--- src/rtl/fetch_queue.sv ---
// Instruction-fetch stage: issues PC requests to instruction memory, buffers in-order
// responses with their PC in a DEPTH-entry ring, and flushes younger state on redirect.
module fetch_queue #(
  parameter int unsigned ADDR_W = 32,
  parameter int unsigned DATA_W = 32,
  parameter int unsigned DEPTH  = 4
) (
  input  logic              clk_i,
  input  logic              rst_i,
  input  logic [ADDR_W-1:0] pc_addr_i,
  output logic [1:0]        pc_act_o,
  input  logic [1:0]        br_act_i,
  output logic              imem_req_valid_o,
  input  logic              imem_req_ready_i,
  output logic [ADDR_W-1:0] imem_req_addr_o,
  input  logic              imem_resp_valid_i,
  input  logic [DATA_W-1:0] imem_resp_data_i,
  output logic              out_valid_o,
  input  logic              out_ready_i,
  output logic [DATA_W-1:0] out_inst_o,
  output logic [ADDR_W-1:0] out_pc_o
);

  localparam int unsigned PW = $clog2(DEPTH);
  localparam int unsigned CW = PW + 1;
  localparam logic [CW:0] DEPTH_C = (CW+1)'(DEPTH);

  typedef enum logic [1:0] {
    PC_NONE   = 2'd0,
    PC_INC    = 2'd1,
    PC_OFFSET = 2'd2,
    PC_JUMP   = 2'd3
  } pc_action_e;

  pc_action_e br_act;
  pc_action_e pc_act;

  logic [ADDR_W-1:0] slot_pc_q   [DEPTH];
  logic [DATA_W-1:0] slot_inst_q [DEPTH];

  logic [DEPTH-1:0] filled_q,    filled_d;
  logic [PW-1:0]    alloc_ptr_q, alloc_ptr_d;
  logic [PW-1:0]    fill_ptr_q,  fill_ptr_d;
  logic [PW-1:0]    head_ptr_q,  head_ptr_d;
  logic [CW-1:0]    alloc_cnt_q, alloc_cnt_d;
  logic [CW-1:0]    discard_q,   discard_d;

  logic [CW-1:0] filled_cnt;
  logic [CW:0]   occupancy;
  logic          redirect;
  logic          credit;
  logic          fire;
  logic          pop;
  logic          resp_fill;

  assign br_act     = pc_action_e'(br_act_i);
  assign redirect   = (br_act == PC_OFFSET) || (br_act == PC_JUMP);

  // Slots still owed a response (including ones to be discarded) hold credit.
  assign occupancy  = {1'b0, alloc_cnt_q} + {1'b0, discard_q};
  assign credit     = occupancy < DEPTH_C;

  assign imem_req_valid_o = credit && !redirect && !rst_i;
  assign imem_req_addr_o  = pc_addr_i;
  assign fire             = imem_req_valid_o && imem_req_ready_i;

  assign out_valid_o = filled_q[head_ptr_q] && !redirect && !rst_i;
  assign out_inst_o  = slot_inst_q[head_ptr_q];
  assign out_pc_o    = slot_pc_q[head_ptr_q];
  assign pop         = out_valid_o && out_ready_i;

  assign resp_fill   = imem_resp_valid_i && (discard_q == '0) && !redirect;
  assign filled_cnt  = CW'($countones(filled_q));

  always_comb begin
    pc_act = PC_NONE;
    if (rst_i) begin
      pc_act = PC_NONE;
    end else if (redirect) begin
      pc_act = br_act;
    end else if (fire) begin
      pc_act = PC_INC;
    end
  end

  assign pc_act_o = pc_act;

  always_comb begin
    filled_d    = filled_q;
    alloc_ptr_d = alloc_ptr_q;
    fill_ptr_d  = fill_ptr_q;
    head_ptr_d  = head_ptr_q;
    alloc_cnt_d = alloc_cnt_q;
    discard_d   = discard_q;
    if (redirect) begin
      // Everything allocated but not yet answered (minus a response landing now)
      // is still in flight and must be dropped when it returns.
      filled_d    = '0;
      alloc_ptr_d = '0;
      fill_ptr_d  = '0;
      head_ptr_d  = '0;
      alloc_cnt_d = '0;
      discard_d   = alloc_cnt_q - filled_cnt + discard_q - CW'(imem_resp_valid_i);
    end else begin
      if (imem_resp_valid_i) begin
        if (discard_q != '0) begin
          discard_d = discard_q - 1'b1;
        end else begin
          filled_d[fill_ptr_q] = 1'b1;
          fill_ptr_d           = fill_ptr_q + 1'b1;
        end
      end
      if (pop) begin
        filled_d[head_ptr_q] = 1'b0;
        head_ptr_d           = head_ptr_q + 1'b1;
      end
      if (fire) begin
        filled_d[alloc_ptr_q] = 1'b0;
        alloc_ptr_d           = alloc_ptr_q + 1'b1;
      end
      alloc_cnt_d = alloc_cnt_q + CW'(fire) - CW'(pop);
    end
  end

  always_ff @(posedge clk_i) begin
    if (rst_i) begin
      filled_q    <= '0;
      alloc_ptr_q <= '0;
      fill_ptr_q  <= '0;
      head_ptr_q  <= '0;
      alloc_cnt_q <= '0;
      discard_q   <= '0;
    end else begin
      filled_q    <= filled_d;
      alloc_ptr_q <= alloc_ptr_d;
      fill_ptr_q  <= fill_ptr_d;
      head_ptr_q  <= head_ptr_d;
      alloc_cnt_q <= alloc_cnt_d;
      discard_q   <= discard_d;
    end
  end

  // Payload storage needs no reset; validity is tracked by filled_q.
  always_ff @(posedge clk_i) begin
    if (fire) begin
      slot_pc_q[alloc_ptr_q] <= pc_addr_i;
    end
    if (resp_fill && !rst_i) begin
      slot_inst_q[fill_ptr_q] <= imem_resp_data_i;
    end
  end

endmodule

--- config.mk ---
export PLATFORM = sky130hd
export DESIGN_NAME = fetch_queue
export DESIGN_NICKNAME = d
export VERILOG_FILES = /design/src/rtl/fetch_queue.sv
export SDC_FILE = /design/constraint.sdc
export NUM_CORES = 1
export LEC_CHECK = 0
export BUFFER_PORTS_ARGS = -buffer_cell sky130_fd_sc_hd__clkbuf_2
export CORE_ASPECT_RATIO = 1.1
export CORE_MARGIN = 2
export CORE_UTILIZATION = 56
export DETAILED_ROUTE_END_ITERATION = 10
export GPL_ROUTABILITY_DRIVEN = 0
export HOLD_SLACK_MARGIN = 0.12
export PLACE_DENSITY = 0.75
export SYNTH_ARGS = -nofsm -noshare
export SYNTH_HDL_FRONTEND = slang
export SYNTH_SLANG_ARGS = --single-unit
--- constraint.sdc ---
create_clock -name clk_i -period 4.4 [get_ports clk_i]
set_input_delay 0 -clock clk_i [delete_from_list [all_inputs] [get_ports clk_i]]
set_output_delay 0 -clock clk_i [all_outputs]
set_load 0.05 [all_outputs]
==> flow_metrics.tcl, run 1 <==
set metrics [dict create \
    synthSimpleGateAreaFrac_pct 2.14 \
    worstPathRequired_ns 4.86 \
    tns_ns 0 \
    synth_compound_area_share_pct 1.48 \
    yosysWarnings 0 \
    rsz0062_at_grt "no" \
    ys_async_sr_fraction_pct 0 \
    final_area_um2 13200 \
    fmax_ghz 0.264 \
    postCtsResizedCells 0 \
    status "finished, final reports clean" \
    synthAdderAreaFrac_pct 3.55 \
    tightestPinTransition_ns 0.974 \
    power_density_nw_per_um2 426 \
    drt_pre_antenna_iters 4 \
    drv_slew 0 \
    die_y_um 149 \
    dpl_cell_area_um2 11700 \
    finalCritPeriodShare_pct 86.2 \
    cts_made_buffers 26 \
    skew_ns 0.00893 \
    synthXorXnorAreaFrac_pct 0.813 \
    post-route-util_pct 69.5 \
    totalWireLength_mm 20.2 \
    grt_use_met1_pct 25.1 \
    place_ws_ns 0.892 \
    synth_area_um2 10800 \
    cp_common_cell "fa_1" \
    hpwl_mm 11.5 \
    fin_crit_ns 3.79 \
    io_buffers 170 \
    synth-edff-count 256 \
    synth_seq_area_share_pct 74.7 \
    synth_area_per_cell_um2 21.2 \
    syn2layout_area_growth_pct 22.3 \
    wl_per_cell_um 20.2 \
    synthesis.nets 606 \
    grt_overflow_total 0 \
    die_x_um 136 \
    ys_types 34 \
    maxSlewHeadroom_pct 35.1 \
    path_clk_slew_ns 0.06 \
    tritoncts "done" \
    grt_start_max_net_pins 65 \
    leakage_nw 4.62 \
    root_buffer "clkbuf_16" \
    use_met3_pct 3.62 \
    post_cts_buffers 0 \
    dr.first_iter.drc_count 317 \
    crit_chain "inv_1, fa_1, inv_1, fa_1, fa_1, fa_1, inv_1, fa_1, nand2_1, a21oi_1, dlygate4sd3_1" \
    worst_setup_path_end_kind "register" \
    crit_path_start_kind "register" \
    cpMaxStageDelayCell "dlygate4sd3_1" \
    synthMuxAreaShare_pct 13.6 \
    ios 171 \
    ant_nets 0 \
    worst-endpoint-arrival_ns 4.25 \
    die-area_um2 20400 \
    drc 0 \
    synth_top_family_by_area "multiplexers" \
    hold_viol_final 0 \
    std_cell_rows 53 \
    vias_per_cell 5.55 \
    peakVddDrop_mv 0.375 \
    layout_setup_ws_ns 0.605 \
    path_delay_family "adder cells" \
    ys_ff_latch 274 \
    core_region_area_um2 19000 \
    synthCells 508 \
    antenna_cells 0 \
    track_usage_pct 20.3 \
    cp_max_fo 3 \
    layout-drive-gt1-share_pct 38.7 \
    worstSetupPathType "reg2reg" \
    hold_class "in2reg" \
    busiest_layer "met2" \
    grt_pass1_vias 6000 \
    clk_latency_ns 0.52 \
    antenna_found_initial 0 \
    setup_viol 0 \
    max_stage_delay_ns 0.55 \
    grt_first_pass_wirelength_mm 31.4 \
    initial_utilization_pct 56.8 \
    cp.buffers_inverters 4 \
    nets 831 \
    cts_max_level 1 \
    vias 5530 \
    grt_use_met2_pct 37.0 \
    whs_ns 0.249 \
    synth_ff_type "edfxtp_1" \
    cap_violations 0 \
    cts.sinks 274 \
    cts_max_path_buffers 3 \
]
-- cell type report --
class / instances / area (um2)
Sequential cell: 274 / 8060
Clock inverter: 14 / 134
Multi-Input combinational cell: 164 / 2330
Clock buffer: 31 / 669
Tap cell: 247 / 309
Timing Repair Buffer: 247 / 1610
Inverter: 20 / 75.1
Fill cell: 1194 / 5790
-- per-stage QoR --
stage,std cells,power (W)
2_1_floorplan,508,0.00337
5_1_grt,997,0.00579
4_1_cts,997,0.00565
3_3_place_gp,881,0.00348
3_5_place_dp,881,0.00351
6_report,997,0.00561
-- cell usage after synthesis (2+ instances only) --
cell	count	area, um2
nand2_1	5	18.8
buf_2	8	40.0
o31ai_1	2	15.0
a21oi_1	8	40.0
nand2b_1	2	12.5
inv_1	16	60.1
and3_1	4	25.0
and2_1	6	37.5
mux4_2	65	1460
a2111oi_2	4	60.1
inv_2	3	11.3
dfxtp_1	18	360
ha_1	21	263
a311oi_1	2	17.5
buf_4	32	240
edfxtp_1	256	7690
clkbuf_1	9	33.8
nand3_1	5	25.0
fa_1	6	120
and3b_1	2	17.5
xnor2_1	10	87.6
nor2_1	12	45.0
-- report_power, final --
group | internal, W | total, W | switching, W
Sequential | 0.00291 | 0.00293 | 0.0000262
Clock | 0.00120 | 0.00209 | 0.000893
Combinational | 0.000200 | 0.000584 | 0.000384
-- layout by cell type (no fill, tap or decap), types with 6 or more instances in the layout --
cell type	count
edfxtp_1	256
clkbuf_2	170
dlygate4sd3_1	71
mux4_2	65
clkbuf_16	26
ha_1	21
inv_1	16
dfxtp_1	16
nor2_1	12
xnor2_1	10
a21oi_1	8
clkinv_1	6
fa_1	6
buf_4	6
-- state kept, by name, indices dropped and copies added (netlist names), named ones only --
signal,cells
discard_q,3
filled_q,4
alloc_cnt_q,3
fill_ptr_q,2
alloc_ptr_q,2
head_ptr_q,2
slot_pc_q,128
slot_inst_q,128
-- cells by family after synthesis --
group / Yosys count
multiplexers: 65
adder cells (fa/ha/maj): 27
XOR/XNOR: 10
AO/OA/AOI/OAI: 20
AND/OR/NAND/NOR: 42
buffers and inverters: 70
flip-flops: 274
-- routing by layer --
metal | share of wire, % | up-vias
li1 | - | 2460
met1 | 39 | 2817
met2 | 53 | 217
met3 | 5.9 | 36
met4 | 2.4 | 0
met5 | 0 | -
-- timing repair --
action / in CTS / in global routing
endpoints found under the hold margin: 270 / 0
hold buffers: 71 / 0
setup endpoints to repair: 0 / 0
-- path summary, 6_finish.rpt --
path	start	slack (ns)	cells after the start	endpoint
setup / recovery	filled_q[0]	0.61	11	discard_q[1]
hold / removal	imem_resp_data_i[5]	0.25	2	slot_inst_q[3][5]
setup reg to reg	filled_q[0]	0.61	11	discard_q[1]
hold reg to reg	alloc_ptr_q[1]	0.58	2	alloc_ptr_q[1]
(Power assumes the default switching activity.)
==> run 2, diff against run 1 <==
Settings changed: ABC_AREA from default to 1, CORE_ASPECT_RATIO 1.1 to 0.75.
==> run 2 against run 1 <==
Critical path depth up 5. Cell area grew 2.2%. Die area increased by 3.6%. Total power shrank 2.3%. Worst hold slack lost 0.0084 ns. Sequential cell count did not move. First-iteration DRC count grew 87%. Critical endpoint is now discard_q[2]. Largest power group unchanged.
==> flow_metrics.tcl, run 2 <==
set metrics [dict create \
    synthCells 845 \
    cp_max_fo 3 \
    layout-drive-gt1-share_pct 22.5 \
    synthMuxAreaShare_pct 0 \
    fmax_ghz 0.251 \
    reg_top3 "slot_inst_q: 128 flops, slot_pc_q: 128 flops, filled_q: 4 flops" \
    vias 7092 \
    use_met3_pct 3.03 \
    antenna_found_initial 0 \
    antenna_cells 0 \
    grt_start_max_net_pins 73 \
    die_x_um 167 \
    power.total_w 0.00548 \
    power_density_nw_per_um2 407 \
    synth_compound_area_share_pct 10.3 \
    finalCritPeriodShare_pct 90.7 \
    drv_slew 0 \
    drt_pre_antenna_iters 5 \
    tritoncts "done" \
    initial_utilization_pct 57.5 \
    nets 1151 \
    hold_class "in2reg" \
    ios 171 \
    std_cell_rows 44 \
    cap_violations 0 \
    synthesis.nets 943 \
    synth_top_family_by_area "compound AO/OA/AOI/OAI gates" \
    hold_viol_final 0 \
    worstPathRequired_ns 4.86 \
    netlist.area_leader.share_pct 68.8 \
    peakVddDrop_mv 0.351 \
    wl_per_cell_um 16.9 \
    layout_common_cells "edfxtp_1 (256), clkbuf_2 (170), nor2_1 (146), o21ai_0 (112), dlygate4sd3_1 (72)" \
    dr.first_iter.drc_count 593 \
    grt_overflow_total 0 \
    syn2layout_area_growth_pct 20.6 \
    core_region_area_um2 19400 \
    die_y_um 126 \
    ys_types 29 \
    synth_common_cells "edfxtp_1 (256), nor2_1 (150), o21ai_0 (112)" \
    synthAdderAreaFrac_pct 3.43 \
    grt_use_met2_pct 33.9 \
    synth_area_leaders "edfxtp_1 (69%), nor2_1 (5.0%), o21ai_0 (5.0%), o22ai_1 (3.6%), dfxtp_1 (3.2%)" \
    grt_first_pass_wirelength_mm 35.0 \
    ys_async_sr_fraction_pct 0 \
    synthSimpleGateAreaFrac_pct 7.84 \
    ant_nets 0 \
    synthXorXnorAreaFrac_pct 0.392 \
    busiest_layer "met2" \
    leakage_nw 5.07 \
    cts_max_path_buffers 3 \
    worst-endpoint-arrival_ns 4.45 \
    yosysWarnings 0 \
    tightestPinTransition_ns 0.750 \
    ys_ff_latch 274 \
    root_buffer "clkbuf_16" \
    die-area_um2 21100 \
    maxSlewHeadroom_pct 50.0 \
    post_cts_buffers 0 \
    path_clk_slew_ns 0.06 \
    synth-edff-count 256 \
    track_usage_pct 20.8 \
    tns_ns 0 \
    postCtsResizedCells 0 \
    rsz0062_at_grt "no" \
    fin_crit_ns 3.99 \
    setup_viol 0 \
    synth_area_per_cell_um2 13.2 \
    synth_ff_type "edfxtp_1" \
    synth_most_common_cell "edfxtp_1" \
    ff2ff_setup_slack_ns 0.41 \
    hpwl_mm 12.4 \
    grt_use_met1_pct 30.2 \
    synth_seq_area_share_pct 72.1 \
    io_buffers 170 \
    hold_buffers 72 \
    skew_ns 0.00583 \
    drc 0 \
    cts_max_level 1 \
    crit_path_start_kind "register" \
    synth_area_um2 11200 \
    vias_per_cell 5.35 \
    final_common_cell "edfxtp_1" \
    totalWireLength_mm 22.4 \
    grt_pass1_vias 6815 \
    worstSetupPathType "reg2reg" \
    cts_made_buffers 26 \
    worst_setup_path_end_kind "register" \
    cts.sinks 274 \
    synth_top_area_cell "edfxtp_1" \
    status "finished, final reports clean" \
    clk_latency_ns 0.51 \
]
run 2: changes by cell type in the layout (fill, tap and decap cells not counted), moves of 29 or more:
cell,before,now
nand2_1,5,34
mux4_2,65,0
o21ai_0,1,112
o22ai_1,0,64
nor2_1,12,146
run 2: cell type report:
cell class	count	area, um2
Clock inverter	16	113
Timing Repair Buffer	255	1670
Fill cell	1350	5970
Sequential cell	274	8050
Multi-Input combinational cell	454	2460
Clock buffer	32	694
Tap cell	253	317
Inverter	42	159
run 2: path summary, 6_finish.rpt:
| check | start | endpoint | depth (start not counted) |
|---|---|---|---|
| max reg2reg | filled_q[0] | discard_q[2] | 16 |
| max | filled_q[0] | discard_q[2] | 16 |
| min reg2reg | fill_ptr_q[1] | fill_ptr_q[1] | 2 |
| min | imem_resp_data_i[14] | slot_inst_q[0][14] | 2 |
run 2: cells by family after synthesis:
logic type      Yosys count
xor+xnor                  5
simple gates            209
fa+ha+maj                27
buf+inv                 117
compound gates          213
flops                   274
run 2: worst max-delay path: stages (launching register included):
cell and delay, ns:
dfxtp_1 0.31, inv_1 0.07, fa_1 0.51, inv_1 0.05, fa_1 0.39, fa_1 0.49, fa_1 0.50, inv_1 0.06
fa_1 0.46, inv_1 0.10, nand2_1 0.07, nand2_1 0.07, nand2_1 0.05, nand3_1 0.07, nand3_1 0.07, a21oi_1 0.12
dlygate4sd3_1 0.55
run 2: power by group:
group / internal [W] / leakage (nW) / switching, W
sequential: 0.00289 / 2.45 / 0.0000167
clock: 0.00118 / 0.395 / 0.000905
combinational: 0.000159 / 2.22 / 0.000328
run 2: layer usage:
| metal | up-vias | share of wire [%] |
|---|---|---|
| met5 | - | 0 |
| met4 | 0 | 1.8 |
| met3 | 34 | 5.6 |
| met2 | 208 | 47 |
| met1 | 3400 | 46 |
| li1 | 3450 | - |
run 2: per-stage QoR:
stage	util (%)	hold slack, ns	std cells	worst slack, ns	area (um2)
after detailed placement	61.4	0.220	1206	0.971	11900
after global routing	69.3	0.229	1326	0.201	13500
final	69.3	0.240	1326	0.408	13500
after CTS	69.3	0.217	1326	0.418	13500
after global placement	61.4	0.216	1206	1.10	11900
after floorplan	-	0.0989	845	1.18	11200
==> run 3, diff against run 2 <==
Settings changed: CORE_UTILIZATION 56 to 57, PLACE_DENSITY 0.75 to 0.76, SLEW_MARGIN from default to 20.
==> run 3 against run 2 <==
Clock-buffer cell count increased by 2. Utilization increased by 0.75 points. Global-route usage grew 0.50 points.
==> flow_metrics.tcl, run 3 (synthesis gave the netlist of run 2 again) <==
set metrics [dict create \
    status "finished, final reports clean" \
    wl_per_cell_um 17.2 \
    hold_class "in2reg" \
    crit_chain "inv_1, fa_1, inv_1, fa_1, fa_1, fa_1, inv_1, fa_1, inv_1, nand2_1, nand2_1, nand2_1, nand3_1, nand3_1, a21oi_1, dlygate4sd3_1" \
    antenna_cells 0 \
    hpwl_mm 12.6 \
    drc 0 \
    initial_utilization_pct 58.0 \
    cts.sinks 274 \
    cap_violations 0 \
    layout_common_cells "edfxtp_1 (256), clkbuf_2 (170), nor2_1 (146), o21ai_0 (112), dlygate4sd3_1 (73)" \
    fmax_ghz 0.253 \
    ios 171 \
    track_usage_pct 21.3 \
    leakage_nw 5.08 \
    rr_worst_depth 16 \
    cp_common_cell "fa_1" \
    worst-endpoint-arrival_ns 4.40 \
    max_stage_delay_ns 0.56 \
    cts_made_buffers 26 \
    finalCritPeriodShare_pct 89.7 \
    fin_crit_ns 3.94 \
    skew_ns 0.0110 \
    worstPathRequired_ns 4.86 \
    cp_max_fo 3 \
    hold_viol_final 0 \
    die-area_um2 20700 \
    std_cell_rows 44 \
    crit_path_start_kind "register" \
    reg_top3 "slot_inst_q: 128 flops, slot_pc_q: 128 flops, filled_q: 4 flops" \
    rsz0062_at_grt "no" \
    dr.first_iter.drc_count 578 \
    post-route-util_pct 70.0 \
    path_clk_slew_ns 0.06 \
    worst_setup_path_end_kind "register" \
    setup_viol 0 \
    grt_overflow_total 0 \
    maxSlewHeadroom_pct 28.3 \
    nets 1148 \
    cts_max_path_buffers 3 \
    vias_per_cell 5.43 \
    root_buffer "clkbuf_16" \
    vias 7170 \
    syn2layout_area_growth_pct 20.8 \
    post_cts_buffers 0 \
    die_y_um 125 \
    peakVddDrop_mv 0.277 \
    tritoncts "done" \
    grt_pass1_vias 7024 \
    die_x_um 166 \
    power_density_nw_per_um2 413 \
    cpMaxStageDelayCell "dlygate4sd3_1" \
    io_buffers 170 \
    grt_first_pass_wirelength_mm 35.5 \
    drt_pre_antenna_iters 5 \
    cts_max_level 1 \
    final_common_cell "edfxtp_1" \
    antenna_found_initial 0 \
    ff2ff_setup_slack_ns 0.46 \
    layout-drive-gt1-share_pct 21.9 \
    drv_slew 0 \
    ant_nets 0 \
    core_region_area_um2 19300 \
    clk_latency_ns 0.52 \
    totalWireLength_mm 22.7 \
    worstHoldPathCells 2 \
    postCtsResizedCells 0 \
    grt_start_max_net_pins 75 \
    tns_ns 0 \
    worstSetupPathType "reg2reg" \
    tightestPinTransition_ns 1.07 \
]
==> run 3: changes by cell type in the layout (fill, tap and decap cells not counted), moves of 2 or more <==
cell,before,now
nor2_2,6,2
clkbuf_1,5,7
buf_4,13,9
clkinv_2,8,5
clkinvlp_4,2,0
clkinv_1,5,2
bufinv_16,1,3
nor2_4,1,5
clkinv_4,2,0
==> run 3: cell type report <==
type	instances	area (um2)
Multi-Input combinational cell	454	2480
Inverter	42	160
Fill cell	1326	5780
Clock buffer	34	702
Timing Repair Buffer	252	1650
Sequential cell	274	8050
Clock inverter	11	134
Tap cell	253	317
==> run 3: report_power, final <==
| group | switching (W) | internal (W) |
|---|---|---|
| logic | 0.000329 | 0.000159 |
| registers | 0.0000168 | 0.00289 |
| clock network | 0.000887 | 0.00130 |
| total | 0.00123 | 0.00434 |
==> run 3: metrics by stage <==
stage	instance area, um2	cells	hold slack, ns	total power [W]	worst slack, ns
after floorplan	11200	845	0.0989	0.00327	1.18
after global placement	11900	1202	0.216	0.00338	1.10
after detailed placement	11900	1202	0.219	0.00339	1.05
after CTS	13500	1320	0.219	0.00561	0.512
after global routing	13500	1320	0.246	0.00575	0.260
final	13500	1320	0.242	0.00558	0.455
==> run 3: final timing paths <==
path	startpoint	end
worst min register to register	fill_ptr_q[1]	fill_ptr_q[1]
worst max-delay path	filled_q[0]	discard_q[2]
worst min-delay path	imem_resp_data_i[13]	slot_inst_q[0][13]
worst max register to register	filled_q[0]	discard_q[2]
==> run 3: timing repair <==
action,CTS,global route
endpoints found under the hold margin,272,0
endpoints found under the setup margin,0,0
hold buffers,73,0
==> run 3: layer usage <==
layer  routed length [um]  track usage, %
met4                  498            6.04
met5                    0               0
met2                10900            35.5
met1                 9900            29.5
met3                 1380            3.32
==> run 3: worst max-delay path, delay by kind of cell, from the launching register on <==
kind                     cells  cell delay (ns)
adder cells (fa/ha/maj)      5             2.31
buffers and inverters        5             0.83
AND/OR/NAND/NOR              5             0.31
AO/OA/AOI/OAI                1             0.13
flip-flops                   1             0.30
